`src/rtl/inv_sbox_engine.sv`:
```
// Iterative inverse 3x3 S-box engine: accepts one block, applies ROUNDS inverse
// substitution passes to every 3-bit group, then holds the result until taken.
module inv_sbox_engine #(
    parameter int DATA_WIDTH = 3,
    parameter int ROUNDS     = 1
) (
    input  logic clk_i,
    input  logic rst_i,
    input  logic valid_i,
    output logic ready_o,
    input  logic data_i [0:DATA_WIDTH-1],
    output logic valid_o,
    input  logic ready_i,
    output logic data_o [0:DATA_WIDTH-1]
);

    localparam int GROUPS = DATA_WIDTH / 3;
    localparam int CNT_W  = $clog2(ROUNDS + 1);

    if (DATA_WIDTH <= 0 || (DATA_WIDTH % 3) != 0) begin : g_bad_width
        $error("inv_sbox_engine: DATA_WIDTH must be a nonzero multiple of 3");
    end
    if (ROUNDS < 1) begin : g_bad_rounds
        $error("inv_sbox_engine: ROUNDS must be at least 1");
    end

    typedef enum logic [1:0] {
        IDLE = 2'd0,
        RUN  = 2'd1,
        DONE = 2'd2
    } state_t;

    state_t           r_state;
    state_t           w_state_next;
    logic [CNT_W-1:0] r_cnt;
    logic [CNT_W-1:0] w_cnt_next;
    logic             w_load;
    logic             r_w   [0:DATA_WIDTH-1];
    logic             w_src [0:DATA_WIDTH-1];
    logic             w_inv [0:DATA_WIDTH-1];

    // The substitution network is shared: it sees data_i only while idle,
    // so input churn during RUN/DONE cannot reach W.
    for (genvar gi = 0; gi < DATA_WIDTH; gi++) begin : g_src
        assign w_src[gi] = (r_state == IDLE) ? data_i[gi] : r_w[gi];
    end

    for (genvar gi = 0; gi < GROUPS; gi++) begin : g_grp
        logic [2:0] w_in;
        logic [2:0] w_out;

        // Packed as {b0, b1, b2} so the case labels read like the b0b1b2 table.
        assign w_in = {w_src[3*gi], w_src[3*gi+1], w_src[3*gi+2]};

        always_comb begin
            w_out = 3'b000;
            case (w_in)
                3'b000: w_out = 3'b101;
                3'b001: w_out = 3'b000;
                3'b010: w_out = 3'b100;
                3'b011: w_out = 3'b110;
                3'b100: w_out = 3'b001;
                3'b101: w_out = 3'b011;
                3'b110: w_out = 3'b111;
                3'b111: w_out = 3'b010;
                default: w_out = 3'b000;
            endcase
        end

        assign w_inv[3*gi]   = w_out[2];
        assign w_inv[3*gi+1] = w_out[1];
        assign w_inv[3*gi+2] = w_out[0];
    end

    always_comb begin
        w_state_next = r_state;
        w_cnt_next   = r_cnt;
        w_load       = 1'b0;
        case (r_state)
            IDLE: begin
                if (valid_i) begin
                    w_load       = 1'b1;
                    w_cnt_next   = CNT_W'(ROUNDS - 1);
                    w_state_next = (ROUNDS == 1) ? DONE : RUN;
                end
            end
            RUN: begin
                w_load     = 1'b1;
                w_cnt_next = r_cnt - CNT_W'(1);
                if (r_cnt == CNT_W'(1)) begin
                    w_state_next = DONE;
                end
            end
            DONE: begin
                if (ready_i) begin
                    w_state_next = IDLE;
                end
            end
            default: begin
                w_state_next = IDLE;
                w_cnt_next   = '0;
            end
        endcase
    end

    always_ff @(posedge clk_i or posedge rst_i) begin
        if (rst_i) begin
            r_state <= IDLE;
            r_cnt   <= '0;
            for (int i = 0; i < DATA_WIDTH; i++) begin
                r_w[i] <= 1'b0;
            end
        end else begin
            r_state <= w_state_next;
            r_cnt   <= w_cnt_next;
            if (w_load) begin
                for (int i = 0; i < DATA_WIDTH; i++) begin
                    r_w[i] <= w_inv[i];
                end
            end
        end
    end

    assign ready_o = (r_state == IDLE);
    assign valid_o = (r_state == DONE);

    for (genvar gi = 0; gi < DATA_WIDTH; gi++) begin : g_out
        assign data_o[gi] = r_w[gi];
    end

endmodule

```
`config.mk`:
```
export PLATFORM = sky130hd
export DESIGN_NAME = inv_sbox_engine
export DESIGN_NICKNAME = d
export VERILOG_FILES = /design/src/rtl/inv_sbox_engine.sv
export SDC_FILE = /design/constraint.sdc
export NUM_CORES = 1
export LEC_CHECK = 0
export BUFFER_PORTS_ARGS = -buffer_cell sky130_fd_sc_hd__buf_2
export CAP_MARGIN = 30
export CELL_PAD_IN_SITES_DETAIL_PLACEMENT = 1
export CELL_PAD_IN_SITES_GLOBAL_PLACEMENT = 1
export CORE_AREA = 2 2 39 41
export DETAILED_ROUTE_END_ITERATION = 6
export DIE_AREA = 0 0 41 43
export GPL_ROUTABILITY_DRIVEN = 0
export PLACE_DENSITY = 0.48
export SLEW_MARGIN = 20
export SYNTH_ARGS = -nofsm -noshare
export SYNTH_HDL_FRONTEND = slang
export SYNTH_SLANG_ARGS = --single-unit
```
`constraint.sdc`:
```
create_clock -name clk_i -period 0.9 [get_ports clk_i]
set_input_delay 0.135 -clock clk_i [delete_from_list [all_inputs] [get_ports clk_i]]
set_output_delay 0.135 -clock clk_i [all_outputs]
set_load 0.01 [all_outputs]
```
==> metrics.yaml <==
outcome:
  status: "finished, violations left"
  violations: "negative setup slack"
layout:
  num-nets-final: 46
  layout_common_cells: "10 x buf_2, 4 x dfrtp_1, 3 x nand2_1, 3 x clkbuf_4"
  num_antenna_cells: 0
  area_growth_pct: 78.4
  final_common_cell: "buf_2"
  instances_no_fill: 53
  drive_gt1_frac: 0.622
  fin_area_um2: 342
critical_path:
  endpoint_kind: "output pin"
  path_max_fanout: 3
  crit_type: "flop to output pin"
  reg2regPathDepth: 3
  rrSetupSlack_ps: 40
  rr_endpoint: "data_o[1]$_DFFE_PP0P_"
  arrival_ps: 790
  reg2reg_from: "r_state[1]$_DFFE_PP0P_"
  start_kind: "flop"
  worst_ep_required_time_ps: 760
min_path:
  hold_path.class: "input port to flop"
  holdPathEnd: "r_state[1]$_DFFE_PP0P_"
  hold_path_startpoint: "ready_i"
  holdPathStages: 2
logic_synthesis:
  ys_warn_count: 0
  syn_nets: 27
  synth_cells: 20
  synth-seq-area-share: 0.523
  synthesis.area_um2: 191
  syn_area_per_cell_um2: 9.57
  ys_ff_latch: 4
  synthDistinctLibCells: 12
global_routing:
  grt_max_degree: 8
  grt_overflow: 0
  antenna_found_initial: 0
  grt_pass1_wl_um: 765
  grt_pass1_vias: 211
  gr-usage-all-layers: 0.0714
sta:
  finalHoldViolations: 0
  setup_slack_ps: -22.1
  timing.hold.ws_ps: 99.6
  rsz0062_at_grt: "true"
  fin_crit_sh: 1.02
  setup_viol: 3
  worst_slew_pin_slew_ps: 250
  finalClockSkew_ps: 0.684
  final-max-slew-violation-count: 0
  maxSlewHeadroom: 0.833
  final.setup.tns_ps: -48.5
  timing.fmax_mhz: 1080
  period_minus_slack_ps: 922
placed_design:
  portBuffers: 11
  dpl.cell_count: 47
  place_area_um2: 267
floorplan:
  rows: 14
  die_area_um2: 1760
  initial_core_util: 0.138
  io_pins: 12
  chipWidth_um: 41
  core_area_um2: 1380
  die_h_um: 43
power_and_ir_drop:
  power_mw: 0.675
  p_clk_frac: 0.321
  power_density_nw_per_um2: 1980
  pwr-share-seq: 0.357
  netSwitchingPower_mw: 0.196
  p_int_mw: 0.479
  combPwrFrac: 0.323
  sw_frac_of_total: 0.291
  ir_worst_vdd_v: 0.000262
  p_leak_nw: 0.177
detailed_routing:
  ant_nets: 0
  post_drt_wl_per_cell_um: 9.89
  drt_wl_total_um: 524
  vias: 196
  drc: 0
  initialDrtViolationCount: 0
  dr.pass1.iters: 1
  viasPerCell: 3.70
cts:
  worstSkewPairLatency_ps: 230
  cts_made_buffers: 3
  clock-root-buffer: "clkbuf_4"
  clkSinkCount: 4
  h-tree-depth: 1
  path_clk_slew_ps: 40
  cts_tree: "done"
  clockBufferDepth: 2
run:
  drv_cap: 0
timing repair:
| action | CTS | global route |
|---|---|---|
| hold buffers | 1 | 0 |
| endpoints found under the setup margin | 3 | 5 |
| gates resized for setup | 0 | 6 |
| pin swaps | 0 | 1 |
| setup buffers | 1 | 1 |
| endpoints found under the hold margin | 4 | 0 |
stage by stage:
step            util  setup slack (ps)
3_3_place_gp   0.193              57.3
3_5_place_dp   0.193              30.5
5_1_grt        0.247             -64.4
6_report       0.247             -22.1
2_1_floorplan      -              26.0
4_1_cts        0.222             -56.5
kinds of logic after synthesis:
group	count (synthesis)	synth area share
adders and majority gates	1	0.0588
and+or+nand+nor	6	0.170
buffers and inverters	3	0.0588
DFF	4	0.523
AOI/OAI and AO/OA	6	0.190
Yosys cell counts (all sizes together):
master | n | area share
nand2 | 4 | 0.078
dfrtp | 4 | 0.52
a21oi | 1 | 0.026
maj3 | 1 | 0.059
inv | 3 | 0.059
nand2b | 1 | 0.072
o31ai | 1 | 0.039
o21ai | 4 | 0.12
nor2 | 1 | 0.020
worst max-delay path, stage by stage, from the launching register on:
cell,delay (ps)
dfrtp_1,390
inv_2,70
buf_6,90
layout make-up:
type,count,area (um^2)
flip-flops and latches,4,100
fillers,176,1040
multi-input cells,13,101
inverters,3,11.3
well taps,16,20.0
clock buffers,3,22.5
repair buffers,14,86.3
per-layer routing:
layer	routed length, um	GRT usage	vias to the layer above
met1	190	0.0645	84
li1	-	-	100
met5	0	0	-
met4	0	0.0800	0
met2	256	0.103	12
met3	77	0.0314	0
flip-flops by register name (all words and copies together), names as in the netlist:
| signal | count |
|---|---|
| r_state | 1 |
| data_o | 3 |
power by group through the flow:
stage | Clock, mW | Sequential (mW) | Combinational, mW
CTS | 0.234 | 0.235 | 0.178
floorplan | 0 | 0.256 | 0.0654
finish | 0.217 | 0.241 | 0.218
detailed placement | 0 | 0.239 | 0.159
global placement | 0 | 0.237 | 0.156
global route | 0.251 | 0.246 | 0.237
how the worst max path moves through the flow:
stage | startpoint | end | slack, ps | cells past startpoint
after floorplan | r_state[1]$_DFFE_PP0P_ | data_o[1]$_DFFE_PP0P_ | 30 | 2
after detailed placement | r_state[1]$_DFFE_PP0P_ | data_o[1]$_DFFE_PP0P_ | 30 | 2
after CTS | r_state[1]$_DFFE_PP0P_ | ready_o | -60 | 2
after global routing | r_state[1]$_DFFE_PP0P_ | ready_o | -60 | 2
after global placement | r_state[1]$_DFFE_PP0P_ | data_o[1]$_DFFE_PP0P_ | 60 | 2
final | r_state[1]$_DFFE_PP0P_ | ready_o | -20 | 2
(Power assumes the default switching activity.)
